`config.mk`:
```
export PLATFORM = sky130hd
export DESIGN_NAME = lsu_mem_align
export DESIGN_NICKNAME = d
export VERILOG_FILES = /design/src/rtl/lsu_pkg.sv /design/src/rtl/lsu_mem_align_load_extract.sv /design/src/rtl/lsu_mem_align.sv
export SDC_FILE = /design/constraint.sdc
export NUM_CORES = 1
export LEC_CHECK = 0
export CAP_MARGIN = 20
export CORE_MARGIN = 3
export CORE_UTILIZATION = 37
export DETAILED_ROUTE_END_ITERATION = 12
export PLACE_DENSITY = 0.85
export SYNTH_ARGS = -nofsm -noshare
export SYNTH_HDL_FRONTEND = slang
export SYNTH_SLANG_ARGS = --single-unit
```
`constraint.sdc`:
```
create_clock -name clk -period 3.3 [get_ports clk]
set_input_delay 0.66 -clock clk [delete_from_list [all_inputs] [get_ports clk]]
set_output_delay 0.66 -clock clk [all_outputs]
set_load 0.1 [all_outputs]
```
`src/rtl/lsu_pkg.sv`:
```
// Shared definitions for the load/store alignment stage.
package lsu_pkg;

  // RV32I load/store width encodings
  localparam logic [2:0] F3_B  = 3'd0;
  localparam logic [2:0] F3_H  = 3'd1;
  localparam logic [2:0] F3_W  = 3'd2;
  localparam logic [2:0] F3_BU = 3'd4;
  localparam logic [2:0] F3_HU = 3'd5;

  typedef enum logic [1:0] {
    IDLE    = 2'd0,
    RD_WAIT = 2'd1,
    RESP    = 2'd2
  } lsu_state_t;

endpackage

```
`src/rtl/lsu_mem_align_load_extract.sv`:
```
// Selects the addressed byte/half of a RAM word and sign- or zero-extends it.
// Purely combinational so a future cache refill path can share it.
module lsu_load_extract
  import lsu_pkg::*;
(
  input  logic [2:0]  i_funct3,
  input  logic [1:0]  i_lane,
  input  logic [31:0] i_word,
  output logic [31:0] o_data
);

  logic [7:0]  byte_sel;
  logic [15:0] half_sel;

  // lane select followed by width-dependent extension
  always_comb begin
    case (i_lane)
      2'd0:    byte_sel = i_word[7:0];
      2'd1:    byte_sel = i_word[15:8];
      2'd2:    byte_sel = i_word[23:16];
      default: byte_sel = i_word[31:24];
    endcase
    half_sel = i_lane[1] ? i_word[31:16] : i_word[15:0];
    case (i_funct3)
      F3_B:    o_data = {{24{byte_sel[7]}}, byte_sel};
      F3_H:    o_data = {{16{half_sel[15]}}, half_sel};
      F3_W:    o_data = i_word;
      F3_BU:   o_data = {24'd0, byte_sel};
      F3_HU:   o_data = {16'd0, half_sel};
      default: o_data = 32'd0;
    endcase
  end

endmodule

```
`src/rtl/lsu_mem_align.sv`:
```
// Load/store alignment stage in front of the byte-lane data RAM.
//   state   | meaning
//   IDLE    | ready for a request; RAM strobes driven on the accept cycle
//   RD_WAIT | load issued, RAM word arrives this cycle and is extracted
//   RESP    | one-cycle response pulse with rdata and fault flags
module lsu_mem_align
  import lsu_pkg::*;
#(
  parameter int ADDR_WIDTH = 31,
  parameter int DATA_WIDTH = 31
) (
  input  logic                  clk,
  input  logic                  rst,
  input  logic                  clk_en,
  input  logic                  i_req_valid,
  output logic                  o_req_ready,
  input  logic                  i_req_we,
  input  logic [2:0]            i_req_funct3,
  input  logic [ADDR_WIDTH:0]   i_req_addr,
  input  logic [DATA_WIDTH:0]   i_req_wdata,
  output logic                  o_rsp_valid,
  output logic [DATA_WIDTH:0]   o_rsp_rdata,
  output logic                  o_rsp_misaligned,
  output logic                  o_rsp_illegal,
  output logic                  o_read_req,
  output logic [ADDR_WIDTH:0]   o_read_addr,
  input  logic [DATA_WIDTH:0]   i_read_data,
  output logic                  o_write_enable,
  output logic [3:0]            o_byte_enable,
  output logic [ADDR_WIDTH:0]   o_write_addr,
  output logic [DATA_WIDTH:0]   o_write_data
);

  lsu_state_t          state_q, state_d;
  logic [2:0]          funct3_q, funct3_d;
  logic [1:0]          lane_q, lane_d;
  logic [DATA_WIDTH:0] rdata_q, rdata_d;
  logic                mis_q, mis_d;
  logic                ill_q, ill_d;

  logic                accept;
  logic                illegal;
  logic                misaligned;
  logic                fault;
  logic [3:0]          be;
  logic [DATA_WIDTH:0] load_data;

  assign o_req_ready = (state_q == IDLE) && rst;
  assign accept      = i_req_valid && o_req_ready && clk_en;

  // request classification; illegal wins over misaligned
  always_comb begin
    illegal    = 1'b0;
    misaligned = 1'b0;
    case (i_req_funct3)
      F3_B:         illegal = 1'b0;
      F3_H:         misaligned = i_req_addr[0];
      F3_W:         misaligned = (i_req_addr[1:0] != 2'b00);
      F3_BU:        illegal = i_req_we;
      F3_HU: begin
        illegal    = i_req_we;
        misaligned = i_req_addr[0];
      end
      default:      illegal = 1'b1;
    endcase
    fault = illegal || misaligned;
  end

  // store lane enables and lane-replicated write data
  always_comb begin
    be           = 4'b0000;
    o_write_data = i_req_wdata;
    case (i_req_funct3)
      F3_B: begin
        be           = 4'b0001 << i_req_addr[1:0];
        o_write_data = {4{i_req_wdata[7:0]}};
      end
      F3_H: begin
        be           = i_req_addr[1] ? 4'b1100 : 4'b0011;
        o_write_data = {2{i_req_wdata[15:0]}};
      end
      F3_W:    be = 4'b1111;
      default: be = 4'b0000;
    endcase
  end

  assign o_write_enable = accept && i_req_we && !fault;
  assign o_read_req     = accept && !i_req_we && !fault;
  assign o_byte_enable  = o_write_enable ? be : 4'b0000;
  assign o_read_addr    = {2'b00, i_req_addr[ADDR_WIDTH:2]};
  assign o_write_addr   = {2'b00, i_req_addr[ADDR_WIDTH:2]};

  lsu_load_extract u_extract (
    .i_funct3 (funct3_q),
    .i_lane   (lane_q),
    .i_word   (i_read_data),
    .o_data   (load_data)
  );

  // next-state and response register logic; everything holds while clk_en is low
  always_comb begin
    state_d  = state_q;
    funct3_d = funct3_q;
    lane_d   = lane_q;
    rdata_d  = rdata_q;
    mis_d    = mis_q;
    ill_d    = ill_q;
    if (clk_en) begin
      case (state_q)
        IDLE: begin
          if (accept) begin
            if (fault) begin
              state_d = RESP;
              ill_d   = illegal;
              mis_d   = misaligned && !illegal;
              rdata_d = '0;
            end else if (i_req_we) begin
              state_d = RESP;
              rdata_d = '0;
            end else begin
              state_d  = RD_WAIT;
              funct3_d = i_req_funct3;
              lane_d   = i_req_addr[1:0];
            end
          end
        end
        RD_WAIT: begin
          rdata_d = load_data;
          state_d = RESP;
        end
        RESP: begin
          state_d = IDLE;
          rdata_d = '0;
          mis_d   = 1'b0;
          ill_d   = 1'b0;
        end
        default: state_d = IDLE;
      endcase
    end
  end

  // state and response registers
  always_ff @(posedge clk or negedge rst) begin
    if (!rst) begin
      state_q  <= IDLE;
      funct3_q <= 3'd0;
      lane_q   <= 2'd0;
      rdata_q  <= '0;
      mis_q    <= 1'b0;
      ill_q    <= 1'b0;
    end else begin
      state_q  <= state_d;
      funct3_q <= funct3_d;
      lane_q   <= lane_d;
      rdata_q  <= rdata_d;
      mis_q    <= mis_d;
      ill_q    <= ill_d;
    end
  end

  assign o_rsp_valid      = (state_q == RESP);
  assign o_rsp_rdata      = rdata_q;
  assign o_rsp_misaligned = mis_q;
  assign o_rsp_illegal    = ill_q;

endmodule
```
Word level (Yosys, flattened, before mapping) --
Cells that the tools add are included.
Storage, ports and cells: register bits after elaboration 41, input port bits 104, output and inout bits 138, word-level logic and storage cells 73
Cells by class: equal/unequal tests 15, shift-type cells 1, muxes and demuxes 23, bitwise gates (word level) 2, reductions and logical operators 26
Operator list (number):
- one-hot mux 32 bit (5 select lines) | 1
- 2-to-1 mux 32 bit | 3
- one-hot mux 32 bit (3 select lines) | 1
- one-hot mux 32 bit (2 select lines) | 1
- one-hot mux 8 bit (3 select lines) | 1
- 2-to-1 mux 16 bit | 1
- == test 3 bit (second input constant) | 4
- one-hot mux 4 bit (3 select lines) | 1
- logical AND 1 bit | 8
- 2-to-1 mux 4 bit | 2
- one-hot mux 1 bit (2 select lines) | 4
- AND reduction 4 bit | 2
- == test 3 x 1 -> 1 bit (second input constant) | 2
- == test 3 x 2 -> 1 bit (second input constant) | 2
- logical NOT 3 bit | 2
- 2-to-1 mux 2 bit | 3
- AND reduction 5 bit | 1
- == test 2 x 1 -> 1 bit (second input constant) | 2
- == test 2 bit (second input constant) | 2
- logical NOT 2 bit | 2
- 2-to-1 mux 1 bit | 4
- inequality test 2 bit (second input constant) | 2
- one-hot mux 2 bit (2 select lines) | 1
- nonzero test 2 bit | 2
- other kinds (9) | 13

Logic depth before layout (Yosys ltp) --
Gate-level depths: netlist of run 1.
depth in word-level cells 8, mapped depth 7, depth with buffers taken out 5

Cells and area by module --
Synthesis of run 1 repeated with hierarchy kept, for this count alone.
Second synthesis, totals: cells, all modules 491, area, all modules 4020.1 µm²
Modules (own cells, without submodules):
- lsu_mem_align | times used 1, cells an instance 358, area an instance 2975.4 µm², sequential area each 1026.0 µm²
- lsu_load_extract | times used 1, cells an instance 133, area an instance 1044.8 µm², sequential area each 0.0 µm²

Worst setup path after synthesis of run 1 --
Ideal clock, no wire load.
path kind input port to output port, start input i_req_funct3[0], end output o_byte_enable[0], arrival 2.995 ns, data required time 2.640 ns, setup slack -0.355 ns, cell stages on the path 5, path buffers 1, cell sequence buf_2 -> nor4_1 -> a21o_1 -> nand4_1 -> a21oi_1
Between the ends: cells in the longest elaborated chain, start to end 7, elaborated cells between the ends (all ways) 15, those cells by class eq/ne: 4; mux: 4; reduce/logical: 7
Ends and longest elaborated chain:
- start: declaration | line lsu_mem_align.sv:18 | input logic [2:0] i_req_funct3,
- == test 3 x 2 -> 1 bit (tied with other cells) | line lsu_mem_align.sv:55, lsu_mem_align.sv:73
- OR reduction 3 bit (no line) / OR reduction 2 bit (equally long branches)
- one-hot mux 1 bit (2 select lines) | line lsu_mem_align.sv:55 | case (i_req_funct3)
- logical OR 1 bit | line lsu_mem_align.sv:66 | fault = illegal || misaligned;
- logical NOT 1 bit | line lsu_mem_align.sv:87 | assign o_write_enable = accept && i_req_we && !fault;
- logical AND 1 bit | line lsu_mem_align.sv:87
- 2-to-1 mux 4 bit (*) | line lsu_mem_align.sv:89 | assign o_byte_enable = o_write_enable ? be : 4'b0000;
- end: declaration | line lsu_mem_align.sv:29 | output logic [3:0] o_byte_enable,
Mark *: on every way between the ends. The rest lies on a longest branch, timed or not.

Final worst setup path of run 1 --
start input i_req_funct3[2], end output o_byte_enable[3]
Same word-level chain as after synthesis.

==> results of run 1 <==
[synth_stat cells (11+ instances only)]
cell type / n
buf_4: 74
buf_2: 11
mux2_2: 21
a221o_1: 16
mux2i_1: 12
o21ai_0: 19
nor2_1: 16
a21oi_1: 25
dfrtp_1: 41
a221oi_1: 14
nand2_1: 34
[sequential cells by signal (all words and copies together) (netlist names)]
name / cells
state_q: 2
lane_q: 2
o_rsp_rdata: 32
funct3_q: 3
o_rsp_illegal: 1
o_rsp_misaligned: 1
[path summary, 6_finish.rpt]
| kind | from | to | cells past startpoint |
|---|---|---|---|
| max | i_req_funct3[2] | o_byte_enable[3] | 6 |
| min | o_rsp_rdata[1] | o_rsp_rdata[1] | 2 |
| max reg2reg | funct3_q[1] | o_rsp_rdata[24] | 4 |
| min reg2reg | o_rsp_rdata[1] | o_rsp_rdata[1] | 2 |
| max in group asynchronous | rst | o_rsp_rdata[7] | 2 |
| min in group asynchronous | rst | state_q[1] | 2 |
[cells by family (layout without fill, tap and decap cells)]
logic type	Yosys count	in the layout	share of synthesized area, %
flops	41	41	32.6
buf+inv	100	173	21.9
compound gates	93	93	20.7
mux	34	34	11.7
simple gates	75	75	13.1
other cells	1	5	0.119
[power by group through the flow]
stage	combinational, mW	clock, mW	sequential, mW
after detailed placement	1.27	0	0.652
final	1.27	0.330	0.643
after CTS	1.27	0.339	0.642
after global routing	1.32	0.358	0.655
after global placement	1.25	0	0.648
after floorplan	0.974	0	0.909
[stage by stage]
| stage | util [%] | setup TNS (ns) | hold slack [ns] |
|---|---|---|---|
| final | 54.7 | 0 | 0.488 |
| after global routing | 54.7 | 0 | 0.530 |
| after CTS | 54.7 | 0 | 0.490 |
| after detailed placement | 53.7 | 0 | 0.472 |
| after global placement | 53.7 | 0 | 0.464 |
| after floorplan | - | -1.22 | 0.364 |
[layer usage]
layer  vias up  global-route usage (%)  share of wire, %
li1       1306                       -                 -
met4         0                    10.1               3.2
met3        34                    11.6                14
met1      1370                    23.9                34
met2       217                    35.2                49
met5         -                       0                 0
[worst register-to-register path: cells and delay by family, from the launching register on]
family / cells / cell delay [ns]
AO/OA/AOI/OAI: 2 / 0.43
flip-flops: 1 / 0.60
AND/OR/NAND/NOR: 2 / 0.92
[area by class of cell]
class	count	area, um^2	share of cell area, %
clock inverters	3	17.5	0.388
well taps	105	131	2.91
multi-input cells	206	1480	32.7
inverters	6	22.5	0.498
clock buffers	5	68.8	1.52
diodes	1	2.50	0.0554
flip-flops and latches	41	1030	22.7
repair buffers	159	1770	39.2
==> results.json, run 1 <==
{
  "hp-class": "reg2reg",
  "drt-pass1-iter-count": 4,
  "tightest_slew_ns": 0.656,
  "place.gp.congestion": 0.915,
  "cts-resized-gates": 0,
  "p_total_mw": 2.24,
  "grt_max_degree": 45,
  "final_cells": 526,
  "status": "completed",
  "cap_violations": 0,
  "die_h_um": 98.3,
  "vias": 2927,
  "syn_avg_cell_area_um2": 9.16,
  "synth_area_leaders": "dfrtp_1 33%, buf_4 18%, mux2_2 7.5%",
  "antenna_found_initial": 1,
  "p_int_mw": 1.11,
  "worstSetupEndpointType": "output port",
  "sw_frac_of_total_pct": 50.3,
  "syn-instance-count": 344,
  "grt_pass1_vias": 3020,
  "p_switching_mw": 1.13,
  "vias_per_cell": 5.56,
  "post-route-drc-count": 0,
  "clock_sinks": 41,
  "start_util_pct": 38.2,
  "required_ns": 2.64,
  "cts_tree": "built",
  "n_fill_cell": 718,
  "avgRoutedWirePerCell_um": 20.5,
  "post_dp_cell_area_um2": 4430,
  "comb_power_share_pct": 56.5,
  "drt-initial-drc-count": 127,
  "synth_ff_type": "dfrtp_1",
  "finalCriticalPeriod_ns": 3.14,
  "yosys_warnings": 0,
  "mostFrequentLayoutCell": "clkdlybuf4s50_1",
  "slew_headroom_pct": 56.2,
  "cts_made_buffers": 5,
  "seq_power_share_pct": 28.7,
  "track_usage_pct": 21.9,
  "final_cell_mix": "72 x clkdlybuf4s50_1, 54 x buf_4, 41 x dfrtp_1",
  "clock_path_buffers": 2,
  "postCtsSetupBuffers": 0,
  "critPathTopFamily": "simple AND/OR/NAND/NOR gates",
  "clk_pin_slew_ns": 0.08,
  "achievable-frequency_mhz": 319,
  "p_leak_nw": 1.99,
  "area_growth_pct": 43.4,
  "vdd_ir_drop_max_uv": 308,
  "yosysTopAreaCellShare_pct": 32.6,
  "ctsHoldBuffers": 0,
  "overflow": 0,
  "placedCellCount": 517,
  "drive_above_1_share_pct": 32.4,
  "fin_crit_sh_pct": 95.1,
  "routed_wl_um": 10800,
  "setup_ws_ns": 0.162,
  "synth.largest_area_cell": "dfrtp_1",
  "netlist_area_um2": 3150,
  "crit_type": "in2out",
  "hold_violations": 0,
  "synth_edf_count": 0,
  "crit_arrival_ns": 2.48,
  "slowest_stage": "clkdlybuf4s50_1",
  "ioPinCount": 242,
  "crit_path_max_incr_delay_ns": 0.42,
  "grt_pass1_wl_um": 16700,
  "drtAntennaViolNets": 0,
  "slew_viol_final": 0,
  "rsz0062_at_grt": "false",
  "cp_cell_sequence": "clkdlybuf4s50_1 -> nor4_1 -> a21o_1 -> nand4_1 -> a21oi_1 -> buf_12",
  "die_w_um": 98.3,
  "reg2reg_slack_ns": 1.29,
  "dp_slack_ns": 0.190,
  "fp-row-count": 33,
  "async_flop_share_pct": 100,
  "clkLatencyLatePin_ns": 0.29,
  "cts_root_buf": "clkbuf_8",
  "clock_skew_ns": 0.00610,
  "setup_viol": 0,
  "start_kind": "input port",
  "yosysUniqueCellTypes": 42,
  "place_hpwl_um": 8760,
  "ys_seq_area_share_pct": 32.6,
  "ys_seq_elements": 41,
  "p_clk_share_pct": 14.7,
  "p_per_area_nw_per_um2": 495,
  "core_area_um2": 8260,
  "htreeDepth": 2,
  "port_buffers": 147,
  "critPathBufInv": 2,
  "die_area_um2": 9660,
  "finalInstanceArea_um2": 4520,
  "critPathMaxFanout": 5,
  "fin_nets": 523
}
No activity file was read; power rests on OpenSTA's default activity.
==> inputs of run 2 (changes only) <==
Settings changed: CORE_MARGIN 3 to 5, MAX_ROUTING_LAYER set to met4.
==> run 2 against run 1 <==
Critical path type unchanged. Largest cell class unchanged. Clock-buffer cell count is the same. Hold slack got worse by 0.0037 ns. Non-clock buffer count down 1.
==> results.json, run 2 (same netlist as run 1, synthesis figures left out) <==
{
  "status": "completed",
  "n_fill_cell": 703,
  "area_growth_pct": 45.0,
  "required_ns": 2.64,
  "fp-row-count": 33,
  "drt-pass1-iter-count": 4,
  "clock_path_buffers": 2,
  "tightest_slew_ns": 0.648,
  "holdPathEnd": "o_rsp_rdata[3]",
  "finalCriticalPeriod_ns": 3.18,
  "grt_max_degree": 45,
  "hp-class": "reg2reg",
  "grt_pass1_wl_um": 16700,
  "reg2regPathDepth": 4,
  "hold_violations": 0,
  "largest_register_ffs": 32,
  "cp_num_cells": 6,
  "final_cell_mix": "72 x clkdlybuf4s50_1, 53 x buf_4, 41 x dfrtp_1",
  "p_per_area_nw_per_um2": 526,
  "min_from": "o_rsp_rdata[3]",
  "critPathMaxFanout": 10,
  "reg2reg_from": "funct3_q[0]",
  "port_buffers": 147,
  "htreeDepth": 2,
  "dp_slack_ns": 0.121,
  "holdPathStages": 2,
  "slew_headroom_pct": 56.8,
  "placedCellCount": 516,
  "crit_arrival_ns": 2.52,
  "die_h_um": 102,
  "post_dp_cell_area_um2": 4420,
  "slew_viol_final": 0,
  "antenna_cells": 0,
  "clock_sinks": 41,
  "routed_wl_um": 10700,
  "crit_path_max_incr_delay_ns": 0.59,
  "finalInstanceArea_um2": 4570,
  "overflow": 0,
  "die_w_um": 102,
  "drt-initial-drc-count": 89,
  "cts_tree": "built",
  "clk_pin_slew_ns": 0.09,
  "cts_made_buffers": 5,
  "start_kind": "input port",
  "crit_type": "in2out",
  "antenna_found_initial": 0,
  "worstSetupEndpointType": "output port",
  "setup_viol": 0,
  "postCtsSetupBuffers": 0,
  "reg2reg_slack_ns": 1.31,
  "mostFrequentLayoutCell": "clkdlybuf4s50_1",
  "clock_skew_ns": 0.00648,
  "avgRoutedWirePerCell_um": 20.5,
  "place_hpwl_um": 8810,
  "p_leak_nw": 2.01,
  "core_area_um2": 8260,
  "ctsHoldBuffers": 0,
  "p_total_mw": 2.40,
  "grt_pass1_vias": 3094,
  "track_usage_pct": 21.3,
  "cap_violations": 0,
  "setup_ws_ns": 0.123,
  "start_util_pct": 38.2,
  "vias_per_cell": 5.50,
  "die_area_um2": 10500,
  "critPathBufInv": 2,
  "slowest_stage": "clkdlybuf4s50_1",
  "drtAntennaViolNets": 0,
  "vias": 2884,
  "cts_root_buf": "clkbuf_8",
  "r2r_end": "o_rsp_rdata[19]",
  "post-route-drc-count": 0,
  "cp_common_cell": "a21oi_1",
  "clkLatencyLatePin_ns": 0.30,
  "fin_crit_sh_pct": 96.3,
  "drive_above_1_share_pct": 32.5,
  "critPathTopFamily": "buffers and inverters",
  "final_cells": 524,
  "ioPinCount": 242,
  "place.gp.congestion": 0.873,
  "achievable-frequency_mhz": 315,
  "cp_cell_sequence": "clkdlybuf4s50_1 -> a21oi_1 -> a21o_1 -> nand4_1 -> a21oi_1 -> buf_12",
  "fin_nets": 522,
  "rsz0062_at_grt": "true",
  "vdd_ir_drop_max_uv": 278
}
==> run 2: cell type report <==
| class | count | area (um^2) | share of cell area, % |
|---|---|---|---|
| Clock inverter | 3 | 68.8 | 1.51 |
| Multi-Input combinational cell | 206 | 1490 | 32.5 |
| Sequential cell | 41 | 1030 | 22.5 |
| Timing Repair Buffer | 158 | 1760 | 38.6 |
| Tap cell | 105 | 131 | 2.88 |
| Clock buffer | 5 | 68.8 | 1.51 |
| Inverter | 6 | 22.5 | 0.493 |
==> run 2: power breakdown <==
part,switching [mW],internal (mW),leakage (nW)
clock,0.190,0.305,0.0687
combinational,0.856,0.408,1.38
sequential,0.0826,0.558,0.555
total,1.13,1.27,2.01
==> run 2: through the flow <==
stage                     TNS, ns  utilization [%]  hold WS (ns)
after floorplan             -1.22                -         0.364
after CTS                       0             55.2         0.492
after global routing      -0.0448             55.3         0.518
after global placement          0             53.6         0.465
final                           0             55.3         0.485
after detailed placement        0             53.6         0.473
==> run 2: repair_timing <==
item,4_1_cts,5_1_grt
gates resized for setup,0,1
endpoints found under the setup margin,0,4
hold endpoints to repair,0,0
==> run 2: tightest hold or removal path, cell delays in order (launching register included) <==
cell and delay [ns]:
dfrtp_1 0.35, nand2_1 0.04, o21ai_0 0.06
==> run 2: worst max path at each step <==
stage	to	slack (ns)	startpoint
2_1_floorplan	o_byte_enable[0]	-0.35	i_req_funct3[0]
3_3_place_gp	o_byte_enable[1]	0.15	i_req_funct3[0]
3_5_place_dp	o_byte_enable[0]	0.12	i_req_funct3[2]
4_1_cts	o_byte_enable[1]	0.11	i_req_funct3[2]
5_1_grt	o_byte_enable[1]	-0.03	i_req_funct3[2]
6_report	o_byte_enable[1]	0.12	i_req_funct3[1]
==> run 2: routing by layer <==
| layer | part of all wire [%] | up-vias | track usage [%] |
|---|---|---|---|
| li1 | - | 1308 | - |
| met1 | 35 | 1331 | 23.2 |
| met2 | 50 | 221 | 36.5 |
| met3 | 13 | 24 | 7.24 |
| met4 | 2.4 | 0 | 6.66 |
| met5 | 0 | - | - |
